--- src/rtl/serial_add_engine_if.sv ---
// Handshake/result bundle between an add requester and the bit-serial add engine.
// The master drives the request; the slave returns status and the serial sum stream.
interface serial_add_engine_if #(
   parameter int WIDTH = 32
);
   logic             start;
   logic [WIDTH-1:0] a;
   logic [WIDTH-1:0] b;
   logic             cin;
   logic             busy;
   logic             sum_bit;
   logic             sum_shift;
   logic             done;
   logic             cout;
   logic             overflow;

   modport master (
      output start, a, b, cin,
      input  busy, sum_bit, sum_shift, done, cout, overflow
   );

   modport slave (
      input  start, a, b, cin,
      output busy, sum_bit, sum_shift, done, cout, overflow
   );
endinterface

--- src/rtl/serial_add_engine.sv ---
// Bit-serial adder and sequencer: captures A, B and cin, then emits one full-adder
// sum bit per cycle LSB-first into a downstream SIPO, finishing with carry/overflow flags.
module serial_add_engine #(
   parameter int WIDTH = 32
) (
   input  logic                clk,
   input  logic                rst,
   serial_add_engine_if.slave  bus
);
   localparam int CNT_W = $clog2(WIDTH);

   typedef enum logic [1:0] {
      IDLE,
      SHIFT,
      DONE
   } state_t;

   state_t           r_state;
   logic [WIDTH-1:0] r_a_sr;
   logic [WIDTH-1:0] r_b_sr;
   logic             r_carry;
   logic [CNT_W-1:0] r_cnt;
   logic             r_busy;
   logic             r_shift;
   logic             r_done;
   logic             r_cout;
   logic             r_ovf;

   logic w_maj;
   logic w_last;

   assign w_maj  = (r_a_sr[0] & r_b_sr[0]) | (r_a_sr[0] & r_carry) | (r_b_sr[0] & r_carry);
   assign w_last = (r_cnt == CNT_W'(WIDTH - 1));

   // sum_bit is gated so the SIPO sees a clean 0 whenever no shift is in progress.
   assign bus.sum_bit   = r_shift & (r_a_sr[0] ^ r_b_sr[0] ^ r_carry);
   assign bus.sum_shift = r_shift;
   assign bus.busy      = r_busy;
   assign bus.done      = r_done;
   assign bus.cout      = r_cout;
   assign bus.overflow  = r_ovf;

   // NOTE: all state updates use non-blocking assignments so every register samples
   // pre-edge values; w_maj is therefore the carry computed from the current bit.
   always_ff @(posedge clk or posedge rst) begin
      if (rst) begin
         r_state <= IDLE;
         r_a_sr  <= '0;
         r_b_sr  <= '0;
         r_carry <= 1'b0;
         r_cnt   <= '0;
         r_busy  <= 1'b0;
         r_shift <= 1'b0;
         r_done  <= 1'b0;
         r_cout  <= 1'b0;
         r_ovf   <= 1'b0;
      end else begin
         case (r_state)
            IDLE: begin
               if (bus.start) begin
                  r_a_sr  <= bus.a;
                  r_b_sr  <= bus.b;
                  r_carry <= bus.cin;
                  r_cnt   <= '0;
                  r_cout  <= 1'b0;
                  r_ovf   <= 1'b0;
                  r_busy  <= 1'b1;
                  r_shift <= 1'b1;
                  r_state <= SHIFT;
               end
            end
            SHIFT: begin
               r_a_sr  <= {1'b0, r_a_sr[WIDTH-1:1]};
               r_b_sr  <= {1'b0, r_b_sr[WIDTH-1:1]};
               r_carry <= w_maj;
               r_cnt   <= r_cnt + 1'b1;
               if (w_last) begin
                  // r_carry here is the carry into the MSB, so this is signed overflow.
                  r_cout  <= w_maj;
                  r_ovf   <= r_carry ^ w_maj;
                  r_shift <= 1'b0;
                  r_done  <= 1'b1;
                  r_state <= DONE;
               end
            end
            DONE: begin
               r_done  <= 1'b0;
               r_busy  <= 1'b0;
               r_state <= IDLE;
            end
            default: begin
               r_shift <= 1'b0;
               r_done  <= 1'b0;
               r_busy  <= 1'b0;
               r_state <= IDLE;
            end
         endcase
      end
   end
endmodule

--- src/flat_wrapper.sv ---
// flat-port wrapper written by rule: the top's interface ports become plain ports
module serial_add_engine_flat 
#(
   parameter int WIDTH = 32
)
  (clk, rst, bus_start, bus_a, bus_b, bus_cin, bus_busy, bus_sum_bit, bus_sum_shift, bus_done, bus_cout, bus_overflow);
  serial_add_engine_if #(.WIDTH(WIDTH)) bus_i ();
  input  logic clk;
  input  logic rst;
  input wire logic [$bits(bus_i.start)-1:0] bus_start;
  input wire logic [$bits(bus_i.a)-1:0] bus_a;
  input wire logic [$bits(bus_i.b)-1:0] bus_b;
  input wire logic [$bits(bus_i.cin)-1:0] bus_cin;
  output wire logic [$bits(bus_i.busy)-1:0] bus_busy;
  output wire logic [$bits(bus_i.sum_bit)-1:0] bus_sum_bit;
  output wire logic [$bits(bus_i.sum_shift)-1:0] bus_sum_shift;
  output wire logic [$bits(bus_i.done)-1:0] bus_done;
  output wire logic [$bits(bus_i.cout)-1:0] bus_cout;
  output wire logic [$bits(bus_i.overflow)-1:0] bus_overflow;
  assign bus_i.start = bus_start;
  assign bus_i.a = bus_a;
  assign bus_i.b = bus_b;
  assign bus_i.cin = bus_cin;
  assign bus_busy = bus_i.busy;
  assign bus_sum_bit = bus_i.sum_bit;
  assign bus_sum_shift = bus_i.sum_shift;
  assign bus_done = bus_i.done;
  assign bus_cout = bus_i.cout;
  assign bus_overflow = bus_i.overflow;
  serial_add_engine #(.WIDTH(WIDTH)) u_core (.clk(clk), .rst(rst), .bus(bus_i));
endmodule
--- config.mk ---
export PLATFORM = sky130hd
export DESIGN_NAME = serial_add_engine_flat
export DESIGN_NICKNAME = d
export VERILOG_FILES = /design/src/rtl/serial_add_engine_if.sv /design/src/rtl/serial_add_engine.sv /design/src/flat_wrapper.sv
export SDC_FILE = /design/constraint.sdc
export NUM_CORES = 1
export LEC_CHECK = 0
export BUFFER_PORTS_ARGS = -buffer_cell sky130_fd_sc_hd__buf_2
export CAP_MARGIN = 20
export CORE_UTILIZATION = 35
export DETAILED_ROUTE_END_ITERATION = 6
export PLACE_DENSITY = 0.58
export SLEW_MARGIN = 20
export SYNTH_ARGS = -nofsm -noshare
export SYNTH_HDL_FRONTEND = slang
export SYNTH_SLANG_ARGS = --single-unit
--- constraint.sdc ---
create_clock -name clk -period 2.3 [get_ports clk]
set_input_delay 0.115 -clock clk [delete_from_list [all_inputs] [get_ports clk]]
set_output_delay 0.115 -clock clk [all_outputs]
set_load 0.01 [all_outputs]
==> impl_results.md, run 1 <==
* Status: finished with violations
* Failing checks: design-rule violations
* # diodes at 0
* Clock skew at 4.61 ps
* Residual DRC count at 4
* Total CTS buffers at 9
* Mapped Cells at 415
* Initial DRC count at 253
* H-tree depth at 3
* Port bufs at 73
* Syn_nets at 486
* Crit path to: u_core.r_b_sr[14]$_DFFE_PP0P_
* HP Class: input port to flip-flop
* Overall Global Routing Usage at 17.4%
* Setup TNS at 0 ps
* Crit end category: flip-flop
* CTS tree: yes
* Reg2reg end: u_core.r_b_sr[14]$_DFFE_PP0P_
* Critical path launch point type: flip-flop
* R2R Setup Slk at about 600 ps
* PostCTS Resize Cnt at 0
* Skew-Pair Late Insertion Delay at approximately 330 ps
* Drt pass-1 iters at 7
* Remaining Overflow, GRT at 0
* Crit path max fanout at 54
* Max Cap Viol at 0
* Worst slew pin tran at around 750 ps
* CORE AREA at 0.0109 sq mm
* Fin. max-slew vios at 0
* Layout area overhead at 20.0%
* DP Area at around 0.0044 sq mm
* Sequential share of the synthesized area at between 40% and 50%
* Via density at ~5.4
* Crit path time final at approximately 1700 ps
* Post-route cell area at 0.00475 sq mm
* Share of cells above drive strength 1 at 21.6%
* Largest area contributor in the netlist: dfrtp_1
* Sink Count at between 70 and 80
* Top cells by count, synth: dfrtp_1, a21oi_1, nor2b_1, a22oi_1, o21ai_0
* RSZ-0062 raised after global routing: no
* Deepest clock path buffer count at 2
* Vias in the first global route at 3227
* Worst Path Required at ~2500 ps
* FF+latch count, synth at 77
* Via count at 3330
* Io pins at 74
* PwrDens at 1080 mW/mm^2
* Count leader, synth: dfrtp_1
* Die area at ~0.012 sq mm
* Fin nets at 543
* FFs w/ async S/R, synth at 100%
* Die Wd at 108 um
* Multi-input logic area at approximately 0.0018 sq mm
* DP HPWL at about 6000 um
* Ys Warns at 0
* Root Buffer Master: clkbuf_16
* Setup Viol. Count Final at 0
* Drt wl/cell at approximately 16 um
* Die height at approximately 110 um
* Post-Syn Area at a little under 0.004 sq mm
* Relative slew margins at 50.0%
* Area fraction of the dominant cell type after synthesis at 48.7%
* Gpl congestion at 0.698
* Initial antenna violation count at 0
* WL final at around 9600 um
* CP Class: flip-flop to flip-flop
* Achievable frequency at 589 MHz
* First-pass GRT wire length at roughly 16000 um
* Path depth of the worst reg2reg path at 5
* Post-synth EDFFs at 0
* VDD IR max at roughly 450 uV
* Syn Area/Cell at about 9.5 sq um
* Dominant cells by area after synthesis: dfrtp_1, a22oi_1, nor2b_1
* Part of the cycle the worst path needs at 73.8%
* Starting density of the core at 36.2%
* P_leak at 0.00215 uW
* Register area at 0.00193 sq mm
* Rows at 38
* Largest net degree at the start of global routing at 86
* Main synth FF type: dfrtp_1
* WP data arrival at 1940 ps
* Fill cell count at 1087
* Critical R2R Launch: u_core.r_state[1]$_DFFE_PP0P_
* Final Core Density at 43.4%
* Post-synth cell types at 28
* Crit path launch: u_core.r_state[1]$_DFFE_PP0P_
* Fin. Hold Viols at 0
* DRT antenna net count at 0
* Clock slew at reported path FFs at 60 ps
## critical path: stages, from the launching register on
cell and delay, ps:
dfrtp_2 580, buf_12 270, nor2b_4 130, buf_4 310
a21oi_1 110, o21ai_0 170
## what timing repair did
action                                  4_1_cts  5_1_grt
endpoints found under the setup margin        0        0
endpoints found under the hold margin        39        0
hold buffers                                  1        0
setup buffers                                 0        0
## layer usage
metal / up-vias / part of all wire [%] / global-route usage (%)
met3: 9 / 5.2 / 3.56
met4: 0 / 1.1 / 5.89
li1: 1606 / - / -
met5: - / 0 / 0
met1: 1640 / 49 / 25.6
met2: 75 / 45 / 25.2
## registers in the layout (all words and copies together) (netlist names)
signal / flops
u_core.r_state: 2
u_core.r_b_sr: 32
u_core.r_carry: 1
u_core.bus.overflow: 1
u_core.r_a_sr: 32
u_core.bus.cout: 1
u_core.bus.sum_shift: 1
u_core.bus.done: 1
u_core.r_cnt: 5
u_core.bus.busy: 1
## through the flow
stage / std cells / setup slack, ps / hold slack [ps] / total power [uW]
final: 616 / 603 / 44.3 / 5110
after global routing: 616 / 457 / 52.4 / 5490
after CTS: 616 / 599 / 40.2 / 5160
after detailed placement: 600 / 610 / 267 / 3630
after global placement: 600 / 644 / 266 / 3580
after floorplan: 415 / 218 / 292 / 3230
## worst min-delay path by stage
| stage | startpoint | end | slack [ps] | cells past startpoint |
|---|---|---|---|---|
| global placement | rst | u_core.r_a_sr[21]$_DFFE_PP0P_ | 270 | 2 |
| global route | bus_b[10] | u_core.r_b_sr[10]$_DFFE_PP0P_ | 50 | 3 |
| finish | bus_b[10] | u_core.r_b_sr[10]$_DFFE_PP0P_ | 40 | 3 |
| floorplan | bus_b[31] | u_core.r_b_sr[31]$_DFFE_PP0P_ | 290 | 2 |
| CTS | bus_b[10] | u_core.r_b_sr[10]$_DFFE_PP0P_ | 40 | 3 |
| detailed placement | rst | u_core.r_a_sr[21]$_DFFE_PP0P_ | 270 | 2 |
## layout by cell type (no fill, tap or decap), types with 3 or more instances in the layout
| master | instances |
|---|---|
| dfrtp_1 | 75 |
| buf_2 | 73 |
| a21oi_1 | 68 |
| nor2b_1 | 54 |
| a22oi_1 | 52 |
| o21ai_0 | 50 |
| o21ai_1 | 19 |
| nand2_1 | 16 |
| and3b_1 | 11 |
| clkbuf_16 | 9 |
| buf_12 | 5 |
| nand2b_1 | 4 |
| a22o_1 | 4 |
| buf_4 | 4 |
| inv_1 | 3 |
| nor2_1 | 3 |
## cell families (layout without fill, tap and decap cells)
group,Yosys count,count (layout),share of synthesized area [%]
AOI/OAI and AO/OA,196,196,29.0
and+or+nand+nor,96,96,14.8
DFF,77,77,48.7
buffers and inverters,41,102,5.85
adders and majority gates,3,3,1.14
xor gates and xnor gates,1,1,0.221
muxes,1,1,0.253
## area by class of cell
type | count | area share (%)
well taps | 140 | 3.69
clock inverters | 6 | 1.87
repair buffers | 83 | 10.7
flip-flops and latches | 77 | 40.7
clock buffers | 9 | 4.75
inverters | 4 | 0.343
multi-input cells | 297 | 38.0
## where the power goes
part | internal, uW | switching (uW) | leakage (uW)
registers | 1860 | 380 | 0.000993
logic | 699 | 683 | 0.00101
clock network | 943 | 543 | 0.000147
total | 3500 | 1610 | 0.00215
Power figures use the tool's default switching activity.
==> run 2, diff against run 1 <==
--- a/config.mk
+++ b/config.mk
@@ -9,7 +9,7 @@
 export CAP_MARGIN = 20
 export CORE_UTILIZATION = 35
 export DETAILED_ROUTE_END_ITERATION = 6
-export PLACE_DENSITY = 0.58
+export PLACE_DENSITY = 0.6
 export SLEW_MARGIN = 20
 export SYNTH_ARGS = -nofsm -noshare
 export SYNTH_HDL_FRONTEND = slang
==> constraint.sdc (replaced) <==
create_clock -name clk -period 1.41 [get_ports clk]
set_input_delay 0.0705 -clock clk [delete_from_list [all_inputs] [get_ports clk]]
set_output_delay 0.0705 -clock clk [all_outputs]
set_load 0.01 [all_outputs]
==> impl_results.md, run 2 (synthesis gave the netlist of run 1 again) <==
* Via density at 5.26
* Vias in the first global route at 3233
* Achievable frequency at ~620 MHz
* Clock slew at reported path FFs at 60 ps
* Worst slew pin tran at between 400 and 500 ps
* CP Class: flip-flop to output port
* Layout area overhead at 24.3%
* CORE AREA at roughly 0.011 sq mm
* P_leak at 0.00223 uW
* Flop pwr share at 41.9%
* Crit path time final at ~1600 ps
* Clock skew at 6.07 ps
* HP Class: input port to flip-flop
* First-pass GRT wire length at 15900 um
* Crit-path slowest cell: fa_2
* Share of cells above drive strength 1 at 25.4%
* Total CTS buffers at 9
* Initial DRC count at 197
* Most frequent cells in the layout: dfrtp_1, buf_2, a21oi_1
* Status: finished with violations
* Sink Count at between 70 and 80
* Initial antenna violation count at 0
* Clock Power Share at around 29%
* Internal power at 6030 uW
* VDD IR max at 697 uV
* Drt wl/cell at 15.0 um
* Critical path launch point type: flip-flop
* DRT antenna net count at 0
* Comb pwr share at 28.8%
* Hold depth at 3
* RSZ-0062 raised after global routing: yes
* Leading cell type in the layout, fill and taps excluded: dfrtp_1
* PwrDens at 1770 mW/mm^2
* Drt pass-1 iters at 4
* Part of the cycle the worst path needs at 114%
* Crit path max fanout at 2
* WL final at ~9500 um
* Bufs and invs on worst path at 1
* Fin. Hold Viols at 0
* Overall Global Routing Usage at roughly 17%
* # diodes at 0
* Worst Path Required at approximately 1300 ps
* H-tree depth at 3
* Top Registers: u_core.r_a_sr x32, u_core.r_b_sr x32, u_core.r_cnt x5
* Fin nets at 558
* Top Family by Delay on Critical Path: adder cells
* Starting density of the core at 36.2%
* Root Buffer Master: clkbuf_16
* Largest net degree at the start of global routing at a little under 80
* Remaining Overflow, GRT at 0
* Path depth of the worst reg2reg path at 6
* Setup TNS at -202 ps
* Die area at 0.0117 sq mm
* Residual DRC count at 0
* Io pins at 74
* Via count at 3325
* Die Wd at 108 um
* Rows at 38
* Final worst setup slack at -202 ps
* CP peak stage delay at between 500 and 600 ps
* Die height at 108 um
* Critical Path, Cell by Cell: fa_2, and2_4, buf_6
* Max Cap Viol at 0
* Levels on crit path at 3
* Setup Viol. Count Final at 1
* Psw at 2680 uW
* Relative slew margins at 69.9%
* WP data arrival at around 1500 ps
* DP HPWL at 5920 um
* CTS tree: yes
* Switching Fraction at between 30% and 40%
* Gpl congestion at 0.734
* Fin. max-slew vios at 0
* Deepest clock path buffer count at 2
* Port bufs at 73
* Failing checks: negative setup slack
* Crit end category: output port
* Overall Power at 8710 uW
* Skew-Pair Late Insertion Delay at 330 ps
run 2: power by group through the flow:
| stage | logic (uW) | clock network, uW | registers (uW) |
|---|---|---|---|
| 3_5_place_dp | 2360 | 0 | 3650 |
| 5_1_grt | 2860 | 2680 | 3760 |
| 3_3_place_gp | 2310 | 0 | 3630 |
| 4_1_cts | 2480 | 2610 | 3640 |
| 2_1_floorplan | 1770 | 0 | 3510 |
| 6_report | 2510 | 2550 | 3650 |
run 2: worst paths after layout:
kind,startpoint,to,slack [ps]
max,u_core.r_carry$_DFFE_PP0P_,bus_sum_bit,-200
min,bus_b[31],u_core.r_b_sr[31]$_DFFE_PP0P_,8
min in group asynchronous,rst,u_core.r_b_sr[23]$_DFFE_PP0P_,410
min reg2reg,u_core.r_b_sr[22]$_DFFE_PP0P_,u_core.r_b_sr[22]$_DFFE_PP0P_,480
max in group asynchronous,rst,u_core.r_a_sr[28]$_DFFE_PP0P_,670
max reg2reg,u_core.r_cnt[0]$_DFFE_PP0P_,u_core.bus.cout$_DFFE_PP0P_,40
run 2: layout make-up:
type | instances | area [sq um]
multi-input cells | 297 | 1830
clock inverters | 5 | 82.6
well taps | 140 | 175
inverters | 4 | 18.8
flip-flops and latches | 77 | 1930
clock buffers | 11 | 253
fillers | 1095 | 6020
repair buffers | 98 | 624
run 2: per-layer routing:
layer	share of wire (%)	up-vias	global-route usage (%)	wire, um
li1	-	1632	-	-
met4	1.0	0	4.73	98
met3	5.1	9	4.22	485
met5	0	-	0	0
met1	48	1603	23.8	4530
met2	46	81	27.2	4340
run 2: through the flow:
| step | cell area (sq um) | hold WS [ps] | instances | worst slack [ps] | utilization (%) |
|---|---|---|---|---|---|
| 3_3_place_gp | 4530 | 223 | 613 | 7.53 | 41.4 |
| 2_1_floorplan | 3970 | 248 | 415 | 2.17 | - |
| 5_1_grt | 4920 | 16.2 | 632 | -248 | 45.0 |
| 3_5_place_dp | 4530 | 222 | 613 | -25.0 | 41.4 |
| 6_report | 4920 | 7.95 | 632 | -202 | 45.0 |
| 4_1_cts | 4900 | 3.73 | 630 | -223 | 44.8 |
run 2: worst reg2reg max path, delay by kind of cell (launching register included):
family / cells / cell delay (ps)
adder cells (fa/ha/maj): 2 / 370
AND/OR/NAND/NOR: 2 / 250
AO/OA/AOI/OAI: 2 / 260
flip-flops: 1 / 380
run 2: repair_timing:
action                                  4_1_cts  5_1_grt
gates resized for setup                       5        3
cloned                                        0        0
endpoints found under the setup margin        2        4
pin swaps                                     1        3
hold endpoints to repair                     77        0
setup buffers                                 0        2
hold buffers                                  1        0
==> run 3, diff against run 2 <==
--- a/config.mk
+++ b/config.mk
@@ -5,11 +5,15 @@
 export SDC_FILE = /design/constraint.sdc
 export NUM_CORES = 1
 export LEC_CHECK = 0
+export ABC_AREA = 1
 export BUFFER_PORTS_ARGS = -buffer_cell sky130_fd_sc_hd__buf_2
 export CAP_MARGIN = 20
+export CELL_PAD_IN_SITES_DETAIL_PLACEMENT = 0
+export CELL_PAD_IN_SITES_GLOBAL_PLACEMENT = 1
+export CORE_ASPECT_RATIO = 0.7
 export CORE_UTILIZATION = 35
 export DETAILED_ROUTE_END_ITERATION = 6
-export PLACE_DENSITY = 0.6
+export PLACE_DENSITY = 0.76
 export SLEW_MARGIN = 20
 export SYNTH_ARGS = -nofsm -noshare
 export SYNTH_HDL_FRONTEND = slang
==> impl_results.md, run 3 <==
* Status: finished with violations
* Failing checks: negative setup slack
* Post-synth EDFFs at 0
* CTS tree: yes
* First-pass GRT wire length at 14800 um
* Rows at 30
* Met3 wire length at 334 um
* DP HPWL at 5320 um
* Hold depth at 3
* Top Registers: u_core.r_a_sr x32, u_core.r_b_sr x32, u_core.r_cnt x5
* Share of cells above drive strength 1 at 21.1%
* Sequential share of the synthesized area at 54.3%
* Crit-path slowest cell: fa_1
* Worst Path Required at 1340 ps
* Port bufs at 73
* Main synth FF type: dfrtp_1
* Syn Area/Cell at 8.45 sq um
* Final worst setup slack at -168 ps
* DRT antenna net count at 0
* WP data arrival at ~1500 ps
* Root Buffer Master: clkbuf_16
* Via count at roughly 3300
* HP Class: input port to flip-flop
* Achievable frequency at around 630 MHz
* Fin. Hold Viols at 0
* Residual DRC count at 0
* Die height at 86.3 um
* Clock skew at ~4.8 ps
* Syn_nets at 491
* WHS at 29.5 ps
* P_leak at roughly 0.0025 uW
* Vias in the first global route at 3227
* RSZ-0062 raised after global routing: yes
* Max Cap Viol at 0
* Hold path start: bus_start
* Critical Path, Cell by Cell: fa_1, nand2_1, inv_1, buf_2
* Levels on crit path at 4
* Relative slew margins at 70.9%
* Io pins at 74
* Initial antenna violation count at 0
* Fin nets at around 630
* Mapped Cells at 420
* Sink Count at a little under 80
* PwrDens at 1680 mW/mm^2
* Total CTS buffers at 9
* CP peak stage delay at between 500 and 600 ps
* Fin. max-slew vios at 0
* Ys Warns at 0
* Crit path launch: u_core.r_carry$_DFFE_PP0P_
* Worst slew pin tran at 437 ps
* Drt pass-1 iters at 5
* FF+latch count, synth at 77
* Area fraction of the dominant cell type after synthesis at between 50% and 60%
* Met1 Wirelength at 4440 um
* Bufs and invs on worst path at 2
* Die area at 0.0106 sq mm
* WL final at approximately 8900 um
* H-tree depth at 3
* Deepest clock path buffer count at 2
* Setup TNS at -168 ps
* WL met2 at 3970 um
* Post-synth cell types at 19
* Overall Global Routing Usage at ~18%
* Crit path time final at 1580 ps
* Remaining Overflow, GRT at 0
* Gpl congestion at 0.753
* Top sig layer: met4
* Setup Viol. Count Final at 1
* Largest area contributor in the netlist: dfrtp_1
* Count leader, synth: nand2_1
* Leading cell type in the layout, fill and taps excluded: nand2_1
* FFs w/ async S/R, synth at 100%
* Critical R2R Launch: u_core.r_cnt[1]$_DFFE_PP0P_
* Clock slew at reported path FFs at about 60 ps
* Starting density of the core at 36.4%
* Post-Syn Area at approximately 0.0035 sq mm
* Crit path max fanout at 2
* Top Family by Delay on Critical Path: adder cells
* # diodes at 0
* Layout area overhead at 42.4%
* Crit end category: output port
* CP Class: flip-flop to output port
* Via density at 4.72
* CORE AREA at 0.00976 sq mm
* Die Wd at 122 um
* R2R Setup Slk at 110 ps
* Most frequent cells in the layout: nand2_1, nand3_1, dfrtp_1
* Skew-Pair Late Insertion Delay at approximately 340 ps
* Part of the cycle the worst path needs at 112%
* Largest net degree at the start of global routing at a little under 80
* VDD IR max at ~740 uV
* Drt wl/cell at 12.8 um
* Initial DRC count at 306
* Top cells by count, synth: nand2_1, nand3_1, dfrtp_1, buf_2
* Dominant cells by area after synthesis: dfrtp_1, nand3_1, nand2_1
* Critical path launch point type: flip-flop
* Path depth of the worst reg2reg path at 9
[run 3: cell types whose count changed in the layout (fill, tap and decap cells not counted), moves of 47 or more]
cell	before	now
a21oi_1	68	1
nand2_1	16	154
a22oi_1	52	0
o21ai_0	48	1
dlygate4sd3_1	1	66
nor2b_1	54	0
nand3_1	2	135
[run 3: power by group]
group	total, uW	internal [uW]	leakage [uW]	switching [uW]
Sequential	3570	3070	0.000991	500
Clock	2520	1640	0.000163	876
Combinational	2410	1110	0.00137	1310
Total	8490	5810	0.00252	2680
[run 3: layout make-up]
type | count | area [sq um]
Clock inverter | 4 | 70.1
Sequential cell | 77 | 1930
Fill cell | 931 | 4700
Timing Repair Buffer | 158 | 1220
Clock buffer | 12 | 256
Multi-Input combinational cell | 305 | 1380
Tap cell | 128 | 160
Inverter | 9 | 37.5
[run 3: worst paths after layout]
check / end
worst min-delay path: u_core.bus.busy$_DFFE_PP0P_
worst max-delay path: bus_sum_bit
worst min register to register: u_core.r_a_sr[2]$_DFFE_PP0P_
max in group asynchronous: u_core.r_a_sr[5]$_DFFE_PP0P_
min in group asynchronous: u_core.r_a_sr[19]$_DFFE_PP0P_
worst max register to register: u_core.bus.cout$_DFFE_PP0P_
[run 3: logic make-up (layout without fill, tap and decap cells)]
| group | Yosys count | after routing | share of synthesized area (%) |
|---|---|---|---|
| xor gates and xnor gates | 2 | 2 | 0.494 |
| AOI/OAI and AO/OA | 3 | 3 | 0.423 |
| adders and majority gates | 3 | 3 | 1.27 |
| buffers and inverters | 38 | 183 | 7.01 |
| and+or+nand+nor | 297 | 297 | 36.5 |
| DFF | 77 | 77 | 54.3 |
[run 3: stage by stage]
stage	area (sq um)	instances	util (%)	setup slack (ps)	power [uW]
floorplan	3550	420	-	142	5210
global placement	4030	608	41.3	105	5750
detailed placement	4030	608	41.3	78.5	5800
CTS	5030	691	51.5	-184	8530
global route	5050	693	51.8	-247	9120
finish	5050	693	51.8	-168	8490
[run 3: what timing repair did]
action                     4_1_cts  5_1_grt
pin swaps                        0        1
hold endpoints to repair       142        0
setup endpoints to repair        1        9
gates resized for setup          0        5
hold buffers                    66        0
setup buffers                    1        2
[run 3: worst reg2reg max path, cell delays in order (launching register included)]
cell	delay (ps)
dfrtp_1	380
ha_2	200
nand2_1	60
nor2_2	90
ha_1	190
inv_2	60
nand2_1	60
nand2_1	60
nand2_1	60
nand2_1	40
[run 3: per-layer routing]
metal / GRT usage [%] / up-vias
met2: 28.8 / 66
met3: 5.20 / 10
met1: 23.6 / 1537
met5: 0 / -
met4: 6.10 / 0
li1: - / 1660
